==> src/rtl/decode1_buffered.sv <==
// decode1_buffered: decodes up to FETCH_WIDTH instructions per cycle, truncates
// the packet after the first predicted-taken lane, and compacts the surviving
// lanes into a DEPTH-entry circular queue. Up to OUT_WIDTH of the oldest entries
// are presented to decode2 each cycle.
// Optional build macro: DECODE1_PERF_CNT_EN adds the saturating performance
// counters perf_full_cycles and perf_flushed_insts.

package decode1_pkg;
   typedef struct packed {
      logic [6:0]         opcode;
      logic [4:0]         rd;
      logic [4:0]         rs1;
      logic [4:0]         rs2;
      logic [2:0]         funct3;
      logic [6:0]         funct7;
      logic signed [31:0] imm;
      logic               is_branch;
      logic               is_jump;
      logic               is_load;
      logic               is_store;
      logic               illegal;
   } decode_instruction_t;
endpackage

module decode1_buffered
   import decode1_pkg::*;
#(
   parameter int FETCH_WIDTH = 2,
   parameter int OUT_WIDTH   = 2,
   parameter int DEPTH       = 8,
   parameter int XLEN        = 32
) (
   input  logic                                             clk,
   input  logic                                             rst,
   input  logic                                             clk_en,
   input  logic                                             stall,
   input  logic                                             flush_valid,
   input  logic                                             in_valid,
   output logic                                             in_ready,
   input  logic [FETCH_WIDTH-1:0]                           in_lane_mask,
   input  logic [FETCH_WIDTH*32-1:0]                        in_inst,
   input  logic [XLEN-1:0]                                  in_pc,
   input  logic [XLEN-1:0]                                  in_pred_next_adr,
   input  logic [FETCH_WIDTH-1:0]                           in_branch_jump,
   input  logic                                             out_ready,
   output logic [OUT_WIDTH-1:0]                             out_valid,
   output logic [OUT_WIDTH*XLEN-1:0]                        out_pc,
   output logic [OUT_WIDTH*$bits(decode_instruction_t)-1:0] out_decoded,
   output logic [OUT_WIDTH*XLEN-1:0]                        out_pred_next_adr,
   output logic [OUT_WIDTH-1:0]                             out_branch_jump,
`ifdef DECODE1_PERF_CNT_EN
   output logic [31:0]                                      perf_full_cycles,
   output logic [31:0]                                      perf_flushed_insts,
`endif
   output logic [$clog2(DEPTH):0]                           occupancy
);
   localparam int PTR_W = $clog2(DEPTH);
   localparam int CNT_W = PTR_W + 1;
   localparam int DEC_W = $bits(decode_instruction_t);
   localparam logic [CNT_W-1:0] DEPTH_C = CNT_W'(DEPTH);
   localparam logic [CNT_W-1:0] FETCH_C = CNT_W'(FETCH_WIDTH);
   localparam logic [CNT_W-1:0] OUT_C   = CNT_W'(OUT_WIDTH);

   // One RV32 decoder per lane: field extraction, immediate formation, class flags.
   function automatic decode_instruction_t simple_decode(input logic [31:0] inst);
      decode_instruction_t d;
      d        = '0;
      d.opcode = inst[6:0];
      d.rd     = inst[11:7];
      d.funct3 = inst[14:12];
      d.rs1    = inst[19:15];
      d.rs2    = inst[24:20];
      d.funct7 = inst[31:25];
      case (inst[6:0])
         7'b0110111, 7'b0010111: d.imm = {inst[31:12], 12'b0};
         7'b1101111: begin
            d.imm     = {{11{inst[31]}}, inst[31], inst[19:12], inst[20], inst[30:21], 1'b0};
            d.is_jump = 1'b1;
         end
         7'b1100111: begin
            d.imm     = {{20{inst[31]}}, inst[31:20]};
            d.is_jump = 1'b1;
         end
         7'b1100011: begin
            d.imm       = {{19{inst[31]}}, inst[31], inst[7], inst[30:25], inst[11:8], 1'b0};
            d.is_branch = 1'b1;
         end
         7'b0000011: begin
            d.imm     = {{20{inst[31]}}, inst[31:20]};
            d.is_load = 1'b1;
         end
         7'b0100011: begin
            d.imm      = {{20{inst[31]}}, inst[31:25], inst[11:7]};
            d.is_store = 1'b1;
         end
         7'b0010011, 7'b0001111, 7'b1110011: d.imm = {{20{inst[31]}}, inst[31:20]};
         7'b0110011: d.imm = '0;
         default: d.illegal = 1'b1;
      endcase
      return d;
   endfunction

   logic [PTR_W-1:0]    head;
   logic [PTR_W-1:0]    tail;

   decode_instruction_t q_dec  [DEPTH];
   logic [XLEN-1:0]     q_pc   [DEPTH];
   logic [XLEN-1:0]     q_pred [DEPTH];
   logic [DEPTH-1:0]    q_bj;

   decode_instruction_t lane_dec  [FETCH_WIDTH];
   logic [XLEN-1:0]     lane_pc   [FETCH_WIDTH];
   logic [XLEN-1:0]     lane_pred [FETCH_WIDTH];
   logic [PTR_W-1:0]    wr_idx    [FETCH_WIDTH];
   logic [PTR_W-1:0]    rd_idx    [OUT_WIDTH];
   logic [FETCH_WIDTH-1:0] eff_mask;
   logic [FETCH_WIDTH-1:0] lane_taken;
   logic                cut;
   logic [CNT_W-1:0]    n_enq;
   logic [CNT_W-1:0]    n_deq;
   logic [CNT_W-1:0]    enq_cnt;
   logic [CNT_W-1:0]    deq_cnt;
   logic                enq;
   logic                deq;

   assign in_ready = (DEPTH_C - occupancy) >= FETCH_C;
   assign enq      = in_valid && in_ready && clk_en && !flush_valid;
   assign deq      = out_ready && !stall && clk_en && !flush_valid;
   assign n_deq    = (occupancy < OUT_C) ? occupancy : OUT_C;
   assign enq_cnt  = enq ? n_enq : '0;
   assign deq_cnt  = deq ? n_deq : '0;

   // Per-lane decode, truncation after the first taken lane, and compaction slots.
   always_comb begin
      cut        = 1'b0;
      n_enq      = '0;
      eff_mask   = '0;
      lane_taken = '0;
      for (int i = 0; i < FETCH_WIDTH; i++) begin
         lane_dec[i]   = simple_decode(in_inst[i*32 +: 32]);
         lane_pc[i]    = in_pc + XLEN'(4 * i);
         wr_idx[i]     = tail + PTR_W'(n_enq);
         eff_mask[i]   = !cut && in_lane_mask[i];
         lane_taken[i] = eff_mask[i] && in_branch_jump[i];
         lane_pred[i]  = lane_taken[i] ? in_pred_next_adr : lane_pc[i] + XLEN'(4);
         if (eff_mask[i]) n_enq = n_enq + CNT_W'(1);
         if (lane_taken[i]) cut = 1'b1;
      end
   end

   // Queue storage: surviving lanes land in consecutive slots from tail; not reset.
   always_ff @(posedge clk) begin
      if (enq) begin
         for (int i = 0; i < FETCH_WIDTH; i++) begin
            if (eff_mask[i]) begin
               q_dec[wr_idx[i]]  <= lane_dec[i];
               q_pc[wr_idx[i]]   <= lane_pc[i];
               q_pred[wr_idx[i]] <= lane_pred[i];
               q_bj[wr_idx[i]]   <= lane_taken[i];
            end
         end
      end
   end

   // Head, tail and occupancy; flush overrides clk_en, reset overrides flush.
   always_ff @(posedge clk or negedge rst) begin
      if (!rst) begin
         head      <= '0;
         tail      <= '0;
         occupancy <= '0;
      end else if (flush_valid) begin
         head      <= '0;
         tail      <= '0;
         occupancy <= '0;
      end else if (clk_en) begin
         tail      <= tail + PTR_W'(enq_cnt);
         head      <= head + PTR_W'(deq_cnt);
         occupancy <= occupancy + enq_cnt - deq_cnt;
      end
   end

   // Present the OUT_WIDTH oldest slots; validity is a thermometer of occupancy.
   always_comb begin
      out_valid         = '0;
      out_pc            = '0;
      out_decoded       = '0;
      out_pred_next_adr = '0;
      out_branch_jump   = '0;
      for (int i = 0; i < OUT_WIDTH; i++) begin
         rd_idx[i]                          = head + PTR_W'(i);
         out_valid[i]                       = occupancy > CNT_W'(i);
         out_pc[i*XLEN +: XLEN]             = q_pc[rd_idx[i]];
         out_decoded[i*DEC_W +: DEC_W]      = q_dec[rd_idx[i]];
         out_pred_next_adr[i*XLEN +: XLEN]  = q_pred[rd_idx[i]];
         out_branch_jump[i]                 = q_bj[rd_idx[i]];
      end
   end

`ifdef DECODE1_PERF_CNT_EN
   function automatic logic [31:0] sat_add32(input logic [31:0] a, input logic [31:0] b);
      logic [32:0] s;
      s = {1'b0, a} + {1'b0, b};
      return s[32] ? 32'hFFFF_FFFF : s[31:0];
   endfunction

   // Saturating counters: back-pressure cycles and entries discarded by flushes.
   always_ff @(posedge clk or negedge rst) begin
      if (!rst) begin
         perf_full_cycles   <= '0;
         perf_flushed_insts <= '0;
      end else begin
         if (clk_en && in_valid && !in_ready)
            perf_full_cycles <= sat_add32(perf_full_cycles, 32'd1);
         if (flush_valid)
            perf_flushed_insts <= sat_add32(perf_flushed_insts, 32'(occupancy));
      end
   end
`endif

endmodule

==> config.mk <==
export PLATFORM = sky130hd
export DESIGN_NAME = decode1_buffered
export DESIGN_NICKNAME = d
export VERILOG_FILES = /design/src/rtl/decode1_buffered.sv
export SDC_FILE = /design/constraint.sdc
export NUM_CORES = 2
export LEC_CHECK = 0
export CORE_ASPECT_RATIO = 1.5
export CORE_MARGIN = 3
export CORE_UTILIZATION = 30
export DETAILED_ROUTE_END_ITERATION = 10
export PLACE_DENSITY = 0.53
export SLEW_MARGIN = 20
export SYNTH_ARGS = -nofsm -noshare
export SYNTH_HDL_FRONTEND = slang
export SYNTH_SLANG_ARGS = --single-unit
==> constraint.sdc <==
create_clock -name clk -period 23.6 [get_ports clk]
set_clock_uncertainty 0.1 [all_clocks]
set_input_delay 3.54 -clock clk [delete_from_list [all_inputs] [get_ports clk]]
set_output_delay 3.54 -clock clk [all_outputs]
set_load 0.1 [all_outputs]
# == Word level (Yosys, flattened, before mapping) ==
# Memories as Yosys holds them, arrays and structs flattened.
# Index checks and enable logic that the tools add are counted.
# word_totals
latch_bits,0
memories,3
wordCells,117
mem_bits_ro,0
ram_bits,1064
regBits,18
# op_classes
add_sub_neg,10
reduce_logical,23
div_mod_pow,0
eq_ne,22
n_bitwise,0
shifts,0
mux,45
n_mul,0
order_cmp,10
# mem_list
name,depth,word_bits,read_ports,rd_ports_with_merged_regs,wr,line_no,rtl
q_dec,8,69,2,0,2,106,decode_instruction_t q_dec [DEPTH];
q_pc,8,32,2,0,2,107,logic [XLEN-1:0] q_pc [DEPTH];
q_pred,8,32,2,0,2,108,logic [XLEN-1:0] q_pred [DEPTH];
# op_table
op,n
$pmux W32 S5,2
$add A32 B3 Y32 const B,2
$mux W32,2
$eq A7 B7 Y1 const B,8
$eq A7 B6 Y1 const B,6
$eq A7 B5 Y1 const B,4
$mux W4,6
$mux W8,3
$mux W1,22
$reduce_or A11 Y1,2
$bwmux W8,2
$lt A3 B4 Y1 const B,4
$eq A7 B2 Y1 const B,2
$eq A7 B4 Y1 const B,2
$mux W3,4
$logic_and A1 B1 Y1,11
$reduce_or A5 Y1,2
$add A3 B3 Y3,3
$gt A4 B1 Y1 const B,2
$reduce_or A2 Y1,4
$bmux W1 S3,2
$demux W1 S3,2
$ge A3 B1 Y1 const B,2
$add A4 B1 Y4 const B,1
8 further kinds,10

# == Depth between registers and ports, before layout ==
# logic_depth
ltp_word,10
depth_mapped,15

# == Worst setup path before layout ==
# No wires, ideal clock.
# synth_path
path_kind,input -> register
start,in in_lane_mask[0]
end,mem q_dec[4][0] (netlist name) (enable)
setup_ns,0.670
arrival_time_ns,10.993
stages,5
n_path_buf,0
setup_slack_ns,11.837
path_cell_list,ha_1 -> ha_1 -> nand3b_1 -> or3_1 -> a21oi_1
# synth_rtl
element,line_no,rtl
"start, declared",40,"input logic [FETCH_WIDTH-1:0] in_lane_mask,"
"end, declared",106,

# == Worst setup path after layout ==
# layout_path
start,reg head[1]
end,out out_decoded[2]
# layout_between
elab_chain_cells,1
# layout_rtl
element,line_no,rtl
"start, declared",103,logic [PTR_W-1:0] head;
"start signal, assigned",177,head <= head + PTR_W'(deq_cnt);
$mem_v2 Z8 W69,--,
"end, declared",48,"output logic [OUT_WIDTH*$bits(decode_instruction_t)-1:0] out_decoded,"
# Every way passes these cells.

==> results.rst <==
.. list-table::
   :header-rows: 1

   * - Metric
     - Value
   * - Largest net degree at the start of global routing
     - 137
   * - Max frequency
     - 0.101 GHz
   * - Max stage delay cell, worst path
     - sky130_fd_sc_hd__clkdlybuf4s50_1
   * - Post-detailed-route via-to-cell ratio
     - 5.83
   * - Share of cells above drive strength 1
     - 22.0%
   * - Placement row count
     - 211
   * - Critical register-to-register path startpoint
     - occupancy[1]
   * - Worst-case headroom to the max-slew limit
     - 9.32%
   * - I/O pin count
     - 414
   * - Post-synth cell types
     - 86
   * - Final Cycle Share
     - 41.9%
   * - Number of buffers created by CTS
     - 116
   * - Most frequent cell after synthesis
     - sky130_fd_sc_hd__nand2_1
   * - Largest cells by area after synthesis
     - sky130_fd_sc_hd__edfxtp_1 48%, sky130_fd_sc_hd__mux4_2 18%, sky130_fd_sc_hd__nand2_1 6.2%, sky130_fd_sc_hd__mux2_2 4.8%, sky130_fd_sc_hd__mux2i_1 4.0%
   * - X dimension of the die
     - 391 µm
   * - Core Footprint
     - 220000 µm²
   * - Register-to-register path setup slack
     - 17510 ps
   * - Vias after detailed routing
     - 49700
   * - Number of nets at the end of the flow
     - 5703
   * - HPWL after detailed placement
     - 169 mm
   * - Wire length of the first global-routing pass
     - 377 mm
   * - Min-delay worst type
     - register to register
   * - TritonCTS clock tree
     - done
   * - Commonest cells in the synthesized netlist
     - 1102 x sky130_fd_sc_hd__nand2_1, 1072 x sky130_fd_sc_hd__edfxtp_1, 536 x sky130_fd_sc_hd__mux4_2
   * - Result of the run
     - completed
   * - Total grt overflow
     - 0
   * - Synthesized flop and latch total
     - 1082
   * - Number of routed nets with antenna violations
     - 0
   * - Dominant register cell in the synthesized netlist
     - sky130_fd_sc_hd__edfxtp_1
   * - Worst setup path endpoint
     - out_decoded[2]
   * - Maximum Capacitance Violations
     - 0
   * - Sum of routed wire length over all layers
     - 270 mm
   * - Kind of start point of the critical path
     - register
   * - Shortest period the worst path allows
     - 9880 ps
   * - Setup repair after global routing missed its margin
     - no
   * - CP required
     - 19960 ps
   * - Die outline height
     - 583 µm
   * - Proportion of synthesized flip-flops having asynchronous set or reset
     - 0.924%
   * - Post-synthesis to final-layout area growth
     - 16.4%
   * - Via count of the first global-routing pass
     - 49800
   * - Peak supply drop
     - 0.0000638 V
   * - Total number of H-tree levels
     - 3
   * - Buffers added on ports
     - 413
   * - Setup Fix Bufs, Post-CTS
     - 0
   * - Cell family with the largest share of critical-path delay
     - buffers and inverters
   * - Placer's final routability congestion estimate
     - 0.968
   * - DRC
     - 0
   * - Cell area after synthesis
     - 66600 µm²
   * - CTS Root Buffer Type
     - sky130_fd_sc_hd__clkbuf_16
   * - Power density over cell area
     - 57.8 nW/µm²
   * - Area of the die
     - 228000 µm²
   * - Clock Path Buffers
     - 3
   * - Reg-to-reg critical path endpoint
     - q_dec[4][22]
   * - Hold Worst Slack
     - 543 ps
   * - Synth Warn #
     - 0
   * - Count of cells resized by post-cts repair
     - 0
   * - EDFF count, synth
     - 1072
   * - Wire length per cell after detailed routing
     - 31.7 µm
   * - Most congested layer reported by global routing
     - met2
   * - Sequential cell area fraction in the yosys report
     - 48.7%
   * - Launching element of the worst setup path
     - head[1]
   * - Hold-fix buffer count after cts
     - 0
   * - Cell type with the highest aggregate area in the netlist
     - sky130_fd_sc_hd__edfxtp_1
   * - Number of stages on the worst setup path
     - 6
   * - Biggest cell delay along the critical path
     - 1000 ps
   * - Cell with the most instances on the worst path
     - sky130_fd_sc_hd__buf_4
   * - R2r worst-path depth
     - 12
   * - Critical Path, Cell by Cell
     - buf_4 -> buf_4 -> buf_4 -> mux4_2 -> mux2_2 -> clkdlybuf4s50_1
   * - Number of failing setup endpoints in the final timing report
     - 0
   * - Global-route total usage across every layer
     - 23.1%
   * - Portion of synthesized cell area occupied by the leading cell type
     - 48.4%
   * - Iteration count of the initial detailed-routing pass
     - 8
   * - Worst Path Max Fanout
     - 42
   * - Iter 0 DRT Violations
     - 5486
   * - Class of the most critical setup path
     - register to output port
   * - Final hold violations
     - 0
   * - Synthesized netlist net count
     - 5590
   * - Arr. time, crit path
     - 6240 ps
   * - Global routing met3 resource utilization
     - 4.51%
   * - Measured slew at the worst slew-check pin
     - 1330 ps
   * - Number of buffer and inverter stages on the critical path
     - 4
   * - Number of antenna violations at the first check in global routing
     - 24
   * - Element type at the critical path end
     - output port
   * - GR Layer Usage met2
     - 40.3%
   * - Leakage Power
     - 25.7 nW
   * - Setup TNS
     - 0 ps
   * - Mean cell area of the mapped netlist
     - 12.3 µm²
   * - Initial Utilization
     - 30.2%
   * - Skew-Pair Late Insertion Delay
     - 760 ps
   * - Clock transition at the registers of the reported paths
     - 60 ps
   * - Post-synthesis cell count
     - 5430
   * - Final Max Tran Viols
     - 0
   * - Global-route met1 utilization
     - 27.0%
   * - CTS Sinks
     - 1082
power breakdown:
part | switching (mW) | internal (mW)
registers | 0.00722 | 2.13
clock network | 0.831 | 1.03
logic | 0.341 | 0.145
total | 1.18 | 3.30
area by class of cell:
type | instances | area [µm²]
Clock inverter | 73 | 742
Inverter | 26 | 97.6
Sequential cell | 1082 | 32500
Clock buffer | 138 | 3010
Timing Repair Buffer | 539 | 5100
Multi-Input combinational cell | 3778 | 32500
Fill cell | 21200 | 143000
Tap cell | 2875 | 3600
Antenna cell | 14 | 35.0
how the worst min path moves through the flow:
stage	slack (ps)	start	cells past startpoint	endpoint
3_3_place_gp	540	occupancy[2]	2	occupancy[2]
3_5_place_dp	540	occupancy[3]	2	occupancy[3]
4_1_cts	550	occupancy[3]	2	occupancy[3]
6_report	540	occupancy[2]	2	occupancy[2]
5_1_grt	600	occupancy[3]	2	occupancy[3]
2_1_floorplan	500	tail[1]	2	tail[1]
flip-flops by register name, summed over array words and instances (netlist names):
name / flops
head: 3
occupancy: 4
q_bj: 8
q_dec: 552
q_pc: 256
q_pred: 256
tail: 3
worst min-delay path: stages, from the launching register on:
cell and delay (ps):
sky130_fd_sc_hd__dfrtp_1 440, sky130_fd_sc_hd__nor2_1 110, sky130_fd_sc_hd__a211oi_1 50
logic make-up after synthesis:
group / after synthesis / share of synthesized area [%]
flip-flops: 1082 / 48.7
multiplexers: 1088 / 27.0
adder cells (fa/ha/maj): 21 / 0.440
AND/OR/NAND/NOR: 1680 / 10.5
buffers and inverters: 570 / 3.30
XOR/XNOR: 262 / 3.47
AO/OA/AOI/OAI: 727 / 6.53
placed cells by master, fill, tap and decap left out, types with 19 or more instances in the layout:
cell type,n
sky130_fd_sc_hd__clkbuf_1,21
sky130_fd_sc_hd__xor2_1,71
sky130_fd_sc_hd__o221ai_1,24
sky130_fd_sc_hd__clkinv_2,25
sky130_fd_sc_hd__clkinv_1,23
sky130_fd_sc_hd__mux4_2,536
sky130_fd_sc_hd__a211oi_1,28
sky130_fd_sc_hd__nand3_1,90
sky130_fd_sc_hd__mux2i_1,266
sky130_fd_sc_hd__o22ai_1,93
sky130_fd_sc_hd__nor2_1,295
sky130_fd_sc_hd__clkdlybuf4s50_1,397
sky130_fd_sc_hd__a21oi_1,227
sky130_fd_sc_hd__mux2_2,286
sky130_fd_sc_hd__nand2_1,1094
sky130_fd_sc_hd__inv_1,22
sky130_fd_sc_hd__edfxtp_1,1072
sky130_fd_sc_hd__nand4_1,34
sky130_fd_sc_hd__o21ai_0,206
sky130_fd_sc_hd__nor3_1,19
sky130_fd_sc_hd__clkbuf_16,117
sky130_fd_sc_hd__xnor2_1,186
sky130_fd_sc_hd__buf_4,124
metrics by stage:
stage / instances / power [mW] / instance area (µm²) / utilization [%] / setup WS (ps)
6_report: 8525 / 4.48 / 77500 / 35.1 / 13720
2_1_floorplan: 5430 / 2.49 / 66600 / - / 11840
4_1_cts: 8511 / 4.50 / 77400 / 35.1 / 13460
5_1_grt: 8512 / 4.60 / 77500 / 35.1 / 13300
3_3_place_gp: 8300 / 2.65 / 73700 / 33.4 / 14300
3_5_place_dp: 8300 / 2.66 / 73700 / 33.4 / 14120
routing by layer:
layer  vias to the layer above  share of wire, %
met2                      2772                50
met4                        22               5.8
met5                         -             0.059
met3                       663               8.3
li1                      20800                 -
met1                     25500                36
No activity file was read; power rests on OpenSTA's default activity.
